$ cat src/rtl/buffer_ex_mem.sv
// EX/MEM pipeline register: captures EX results and control for the MEM stage,
// with stall/flush, LW/SW word-alignment checking and debug counters.
module buffer_ex_mem #(
    parameter int ANCHO = 32
) (
    input  logic             clk,
    input  logic             rst,
    input  logic             valido_EX,
    input  logic             reg_escribir_EX,
    input  logic             mem_a_reg_EX,
    input  logic             mem_escribir_EX,
    input  logic             mem_leer_EX,
    input  logic [ANCHO-1:0] resultado_alu_EX,
    input  logic [ANCHO-1:0] dr2_forward_EX,
    input  logic [4:0]       registro_destino_EX,
    input  logic             stall_MEM,
    input  logic             flush_MEM,
    input  logic             limpiar_excepcion,
    output logic             reg_escribir_MEM,
    output logic             mem_a_reg_MEM,
    output logic             mem_escribir_MEM,
    output logic             mem_leer_MEM,
    output logic [ANCHO-1:0] resultado_alu_MEM,
    output logic [ANCHO-1:0] dr2_forward_MEM,
    output logic [4:0]       registro_destino_MEM,
    output logic             valido_MEM,
    output logic             excepcion_MEM,
    output logic             excepcion_pendiente,
    output logic [ANCHO-1:0] direccion_fallo,
    output logic [31:0]      contador_instr,
    output logic [31:0]      contador_burbujas
);

    function automatic logic es_desalineado(input logic leer, input logic escribir,
                                            input logic [1:0] dir_lsb);
        return (leer | escribir) & (dir_lsb != 2'b00);
    endfunction

    logic carga_s;
    logic burbuja_s;
    logic fallo_s;
    logic pendiente_sig_s;
    logic actualizar_dir_s;

    // Decide this edge's action and the next sticky-fault state.
    always_comb begin
        carga_s          = 1'b0;
        burbuja_s        = 1'b0;
        fallo_s          = 1'b0;
        pendiente_sig_s  = excepcion_pendiente;
        actualizar_dir_s = 1'b0;
        if (flush_MEM) begin
            burbuja_s = 1'b1;
        end else if (stall_MEM) begin
            burbuja_s = 1'b0;
        end else if (valido_EX) begin
            carga_s = 1'b1;
            fallo_s = es_desalineado(mem_leer_EX, mem_escribir_EX, resultado_alu_EX[1:0]);
        end else begin
            burbuja_s = 1'b1;
        end
        // A fresh fault beats a simultaneous clear and re-arms the address capture.
        if (fallo_s) begin
            pendiente_sig_s  = 1'b1;
            actualizar_dir_s = ~excepcion_pendiente | limpiar_excepcion;
        end else if (limpiar_excepcion) begin
            pendiente_sig_s = 1'b0;
        end else begin
            pendiente_sig_s = excepcion_pendiente;
        end
    end

    // Pipeline register, fault tracking and debug counters.
    always_ff @(posedge clk or posedge rst) begin
        if (rst) begin
            reg_escribir_MEM     <= 1'b0;
            mem_a_reg_MEM        <= 1'b0;
            mem_escribir_MEM     <= 1'b0;
            mem_leer_MEM         <= 1'b0;
            resultado_alu_MEM    <= {ANCHO{1'b0}};
            dr2_forward_MEM      <= {ANCHO{1'b0}};
            registro_destino_MEM <= 5'd0;
            valido_MEM           <= 1'b0;
            excepcion_MEM        <= 1'b0;
            excepcion_pendiente  <= 1'b0;
            direccion_fallo      <= {ANCHO{1'b0}};
            contador_instr       <= 32'd0;
            contador_burbujas    <= 32'd0;
        end else begin
            if (burbuja_s) begin
                reg_escribir_MEM     <= 1'b0;
                mem_a_reg_MEM        <= 1'b0;
                mem_escribir_MEM     <= 1'b0;
                mem_leer_MEM         <= 1'b0;
                resultado_alu_MEM    <= {ANCHO{1'b0}};
                dr2_forward_MEM      <= {ANCHO{1'b0}};
                registro_destino_MEM <= 5'd0;
                valido_MEM           <= 1'b0;
                excepcion_MEM        <= 1'b0;
                contador_burbujas    <= contador_burbujas + 32'd1;
            end else if (carga_s) begin
                // A misaligned access travels on as a valid instruction with its side effects masked.
                reg_escribir_MEM     <= reg_escribir_EX & ~fallo_s;
                mem_a_reg_MEM        <= mem_a_reg_EX;
                mem_escribir_MEM     <= mem_escribir_EX & ~fallo_s;
                mem_leer_MEM         <= mem_leer_EX & ~fallo_s;
                resultado_alu_MEM    <= resultado_alu_EX;
                dr2_forward_MEM      <= dr2_forward_EX;
                registro_destino_MEM <= registro_destino_EX;
                valido_MEM           <= 1'b1;
                excepcion_MEM        <= fallo_s;
                contador_instr       <= contador_instr + 32'd1;
            end else begin
                excepcion_MEM <= 1'b0;
            end
            excepcion_pendiente <= pendiente_sig_s;
            if (actualizar_dir_s) begin
                direccion_fallo <= resultado_alu_EX;
            end else begin
                direccion_fallo <= direccion_fallo;
            end
        end
    end

endmodule

$ cat config.mk
export PLATFORM = sky130hd
export DESIGN_NAME = buffer_ex_mem
export DESIGN_NICKNAME = d
export VERILOG_FILES = /design/src/rtl/buffer_ex_mem.sv
export SDC_FILE = /design/constraint.sdc
export NUM_CORES = 1
export LEC_CHECK = 0
export CORE_MARGIN = 5
export CORE_UTILIZATION = 45
export DETAILED_ROUTE_END_ITERATION = 6
export DONT_BUFFER_PORTS = 1
export PLACE_DENSITY = 0.68
export SLEW_MARGIN = 10
export SYNTH_ARGS = -nofsm -noshare
export SYNTH_HDL_FRONTEND = slang
export SYNTH_SLANG_ARGS = --single-unit
$ cat constraint.sdc
create_clock -name clk -period 6.2 [get_ports clk]
set_input_delay 0.93 -clock clk [delete_from_list [all_inputs] [get_ports clk]]
set_output_delay 0.93 -clock clk [all_outputs]
set_load 0.1 [all_outputs]
==> run metrics, run 1 <==
FF-to-FF setup slack=about 2.9 ns; final setup fails=0; top cells by area, synth=dfrtp_1 (64%), a22o_1 (9.1%), xnor2_1 (5.8%), mux2_2 (5.2%), xor2_1 (2.2%); TritonCTS Buffers=17; RSZ-0062 raised after global routing=no; worst r2r src=contador_burbujas[3]$_DFFE_PP0P_; Compound-Gate Fraction of Synth Area=0.101; Hold WS=0.573 ns; Die W=approximately 130 um; internal power=0.00196 W; CTS tree=built; Critical R2R Capture=contador_burbujas[19]$_DFFE_PP0P_; register bit total from synthesis=172; CTS max path bufs=2; final hold violation count=0; global-route wire length before repair=between 20000 and 30000 um; number of global-route vias before repair=between 4000 and 5000; Max-Cap Viols=0; Diodes inserted=0; cell depth of the worst flop-to-flop path=4; top_reg_cell synth=dfrtp_1; Slew @ Worst Pin=approximately 1.2 ns; io pins=251; Synth Area in Simple Gates=0.103; Async S/R FF share, synth=1.00; P_sw=between 0.0015 and 0.002 W; path type of the worst min-delay path=input pin to async pin; area share of the largest cell type after synthesis=0.637; Tot GR Track Use=0.180; commonest cells in the netlist=dfrtp_1 (172), a22o_1 (70), xnor2_1 (45); status=completed; final worst-path cycle share=0.526; CTS H-Tree Depth=4; largest family of logic cells by synthesized area=simple AND/OR/NAND/NOR gates; CTS clock-pin slew for the worst setup and hold paths=0.06 ns; Peak VDD IR=about 0.28 mV; drt total wl=roughly 16000 um; Syn-to-layout area delta=11.7%; Final min period=approximately 3.3 ns; P_leak=3.42 nW; Yosys top cell by area=dfrtp_1; die height=roughly 130 um; die area=0.0176 mm2; XOR/XNOR Fraction of Synth Area=0.0803; fmax=roughly 310 MHz; post_cts resized=0; kind of critical path=flop to flop; setup_tns=0 ns; Syn. warnings=0; Detail Placement HPWL=roughly 11000 um; DR iter-0 viols=201; post-route ant nets=0; total gr overflow=0; Synth Cell Area=0.00676 mm2; Critical Path Sink Type=flop; drt via density=5.98; Layout Nets=around 580; Starting Density=0.462; clk_lat worst skew=around 0.42 ns; # port buffers=0; Startpoint Class=flop; sw frac=0.433; Worst Path Arrival=3.52 ns; PD cells=around 460 mW/mm2; Critical Path RT=roughly 6.5 ns; Synth Area in Adders=0.00370; average wire per standard cell=22.7 um; syn nets=581; mean post-synth cell area=13.5 um2; most common cell in the netlist=dfrtp_1; GPL Wtd Cong=around 0.8; clock sinks=around 170; Core Area=0.0146 mm2; Synth cell types=41; register area share after synthesis=0.637; first-pass iteration count of the detailed router=4; via count=slightly above 4000; multiplexer area fraction after synthesis=0.0548; largest net degree at the start of global routing=110; FILL cells=1230; Max-slew headroom=0.196; share of layout cells above drive strength 1=0.155; Core Rows=between 40 and 50; antenna violations before repair=0; Reg power frac=0.631; Crit Path Max Fanout=12; hold-fix buffers at CTS=0; EDFF count, synth=0; clock power share=0.314; total setup buffers inserted after CTS=0; Root Buffer=clkbuf_16; Slew Viols, Final=0; Logic pwr share=0.056; Synth Instances=500; Residual DRC=0; skew final=0.00615 ns
[kinds of logic (layout without fill, tap and decap cells)]
family                     count (synthesis)  in the layout
xor gates and xnor gates                  62             62
muxes                                     33             33
adders and majority gates                  2              2
and+or+nand+nor                          121            121
DFF                                      172            172
AOI/OAI and AO/OA                         78             78
buffers and inverters                     32             43
[flip-flops by register name, summed over array words and instances (netlist names)]
name and count:
mem_escribir_MEM 1, valido_MEM 1, registro_destino_MEM 5, resultado_alu_MEM 32, direccion_fallo 32, contador_burbujas 32
mem_leer_MEM 1, contador_instr 32, excepcion_MEM 1, reg_escribir_MEM 1, excepcion_pendiente 1, mem_a_reg_MEM 1
dr2_forward_MEM 32
[per-stage QoR]
stage                     setup WS [ns]  instances  power, W  utilization  instance area (um2)
after detailed placement           2.95        663   0.00240        0.474                 6950
after global placement             3.00        663   0.00239        0.474                 6950
after floorplan                   0.610        500   0.00233            -                 6760
final                              2.94        695   0.00346        0.516                 7550
after CTS                          2.96        695   0.00349        0.516                 7550
after global routing               2.79        695   0.00358        0.516                 7550
[routing by layer]
metal  part of all wire  track usage  wire, um  vias up
li1                   -            -         -     1810
met1               0.37        0.198      5860     2123
met2               0.51        0.300      7980      202
met3               0.11       0.0926      1750       20
met4              0.013       0.0664       206        0
met5                  0            0         0        -
[how the worst max path moves through the flow]
stage	slack [ns]	startpoint	end
after floorplan	0.61	rst	contador_burbujas[0]$_DFFE_PP0P_
after global placement	3.00	stall_MEM	direccion_fallo[26]$_DFFE_PP0P_
after detailed placement	2.95	stall_MEM	direccion_fallo[14]$_DFFE_PP0P_
after CTS	2.96	contador_burbujas[3]$_DFFE_PP0P_	contador_burbujas[19]$_DFFE_PP0P_
after global routing	2.79	contador_burbujas[3]$_DFFE_PP0P_	contador_burbujas[19]$_DFFE_PP0P_
final	2.94	contador_burbujas[3]$_DFFE_PP0P_	contador_burbujas[19]$_DFFE_PP0P_
[critical path, cell delays in order, from the launching register on]
cell and delay, ns:
dfrtp_1 1.00, nand4_1 0.33, nor4_2 0.96, or4b_2 0.66
xnor2_1 0.15
[final cells by class]
cell class                 count  area, um2  area share
sequential                   172       4300       0.570
multi-input combinational    296       2350       0.311
clock buffer                  20        447      0.0591
tap                          184        230      0.0305
clock inverter                12        161      0.0214
inverter                       7       31.3     0.00414
timing repair buffer           4       30.0     0.00398
[cells in the final DEF (no fill, tap or decap), drive strengths merged, types with 8 or more instances in the layout]
cell type    n
and3         8
inv         10
xnor2       45
nor2        10
a22o        70
nand3       22
nand4       20
clkbuf      20
nor3        11
mux2        32
nand2       25
dfrtp      172
xor2        17
[power groups by stage]
stage / Sequential (W) / Combinational [W] / Clock (W)
after floorplan: 0.00216 / 0.000163 / 0
after global placement: 0.00220 / 0.000185 / 0
after detailed placement: 0.00221 / 0.000197 / 0
after CTS: 0.00219 / 0.000197 / 0.00111
after global routing: 0.00220 / 0.000221 / 0.00116
final: 0.00218 / 0.000192 / 0.00109
Note: power is estimated with default switching activity, not from simulation.
==> run 2, diff against run 1 <==
PLACE_DENSITY = 0.7   (was 0.68)
clock period = 2.73 ns   (was 6.2 ns; I/O delays follow)
==> run 2 against run 1 <==
Effect of this change:
- clock power up 120%
- sequential power grew 93%
- flip-flop and latch count is the same
- register-to-register slack got worse by 2.3 ns
- die area stayed put
- via count up 5.9%
- wire length up 5.9%
- largest power group unchanged
==> run metrics, run 2 (synthesis results as in run 1) <==
status=completed; met1 usage=0.228 (+0.0301); Detail Placement HPWL=12000 um (+8.6%); Slew @ Worst Pin=0.985 ns (-0.211 ns); DR iter-0 viols=181 (-10%); TritonCTS Buffers=17 (unchanged); hold-fix buffers at CTS=0 (unchanged); slowest stage cell, crit path=nor4b_1; Core Area=0.0146 mm2 (unchanged); global-route met2 utilization=0.300 (about the same); CTS clock-pin slew for the worst setup and hold paths=0.07 ns (about the same); Die W=133 um (unchanged); global-route wire length before repair=26800 um (+6.5%); Final min period=2.05 ns (-1.21 ns); Tot GR Track Use=0.192 (+0.0120); worst path bufs/invs=1 (+1); Layout Nets=649 (+12%); kind of critical path=flop to flop; final setup fails=0 (unchanged); total setup buffers inserted after CTS=0 (unchanged); Max-Cap Viols=0 (unchanged); CP top delay family=simple AND/OR/NAND/NOR gates; Critical Path RT=3.02 ns (-3.44 ns); post-route ant nets=0 (unchanged); commonest non-fill, non-tap cell in the layout=dfrtp_1; largest net degree at the start of global routing=74 (-33%); Syn-to-layout area delta=20.1%; setup_tns=0 ns (unchanged); Peak VDD IR=0.640 mV (+130%); Top Usage Layer GRT=met2; Worst Path Arrival=2.35 ns (-1.17 ns); Root Buffer=clkbuf_16; Max-slew headroom=0.343 (+0.147); via count=4402 (+5.9%); Crit Path Max Fanout=4 (-8); clk_lat worst skew=0.42 ns (about the same); Multi-input gate area=0.00235 mm2 (unchanged); drt via density=5.75 (-3.7%); P_leak=3.80 nW (+11%); most frequent cells in the layout=dfrtp_1 (172), a22o_1 (70), buf_4 (70); GPL Wtd Cong=0.811 (+1.6%); first-pass iteration count of the detailed router=4 (unchanged); Slowest Stage Delay on Critical Path=0.64 ns (-0.36 ns); CTS tree=built; drt total wl=16700 um (+5.9%); Core Rows=44 (unchanged); Critical Path Sink Type=flop; die height=133 um (unchanged); Startpoint Class=flop; Residual DRC=0 (unchanged); total gr overflow=0 (unchanged); fmax=487 MHz (+59%); final worst-path cycle share=0.753 (+0.227); Placed Area=0.00752 mm2 (+8.3%); FILL cells=1203 (-2.2%); Reg area=0.00430 mm2 (unchanged); post_cts resized=0 (unchanged); met3 Use GR=0.0953 (+0.00266); clock sinks=172 (unchanged); die area=0.0176 mm2 (unchanged); Starting Density=0.462 (unchanged); CTS H-Tree Depth=4 (unchanged); number of global-route vias before repair=4737 (+8.9%); Diodes inserted=0 (unchanged); io pins=251 (unchanged); RSZ-0062 raised after global routing=no; CTS max path bufs=2 (unchanged); # port buffers=0 (unchanged); PD cells=986 mW/mm2 (+120%); Slew Viols, Final=0 (unchanged); share of layout cells above drive strength 1=0.260 (+0.105); path type of the worst min-delay path=input pin to async pin; CP cell instances=buf_4, nand4_1, nor4b_1, nand3_1, xnor2_1; average wire per standard cell=21.9 um (-3.8%); antenna violations before repair=0 (unchanged); skew final=0.0153 ns (+0.00915 ns); final hold violation count=0 (unchanged); design area=0.00812 mm2 (+7.5%)
run 2: layout make-up:
type,count,area share
clock buffers,18,0.0541
clock inverters,14,0.0196
inverters,7,0.00370
multi-input cells,296,0.289
flip-flops and latches,172,0.530
well taps,184,0.0284
repair buffers,74,0.0746
run 2: metrics by stage:
| step | instances | power, W | worst slack (ns) | hold WS [ns] | util |
|---|---|---|---|---|---|
| final | 765 | 0.00801 | 0.675 | 0.00213 | 0.554 |
| after global routing | 765 | 0.00830 | 0.442 | 0.0306 | 0.554 |
| after CTS | 765 | 0.00808 | 0.653 | 0.0149 | 0.554 |
| after detailed placement | 733 | 0.00564 | 0.518 | 0.479 | 0.514 |
| after global placement | 733 | 0.00560 | 0.560 | 0.467 | 0.514 |
| after floorplan | 500 | 0.00528 | 0.124 | 0.476 | - |
run 2: layer usage:
metal,vias to the layer above,share of wire
li1,1955,-
met1,2231,0.38
met2,192,0.49
met3,24,0.11
met4,0,0.018
met5,-,0
run 2: where the power goes:
part,total [W],internal (W),switching [W]
logic,0.00138,0.000354,0.00102
registers,0.00420,0.00278,0.00142
clock network,0.00243,0.00139,0.00104
total,0.00801,0.00452,0.00348
run 2: final timing paths:
kind / from / slack [ns] / endpoint / cells after the start
setup reg to reg: contador_instr[0]$_DFFE_PP0P_ / 0.68 / contador_instr[17]$_DFFE_PP0P_ / 5
hold / removal: rst / 0.002 / direccion_fallo[3]$_DFFE_PP0P_ / 1
setup / recovery: contador_instr[0]$_DFFE_PP0P_ / 0.68 / contador_instr[17]$_DFFE_PP0P_ / 5
max in group asynchronous: rst / 1.99 / contador_burbujas[0]$_DFFE_PP0P_ / 2
hold reg to reg: contador_burbujas[22]$_DFFE_PP0P_ / 0.52 / contador_burbujas[22]$_DFFE_PP0P_ / 1
min in group clk: flush_MEM / 0.07 / valido_MEM$_DFFE_PP0P_ / 1
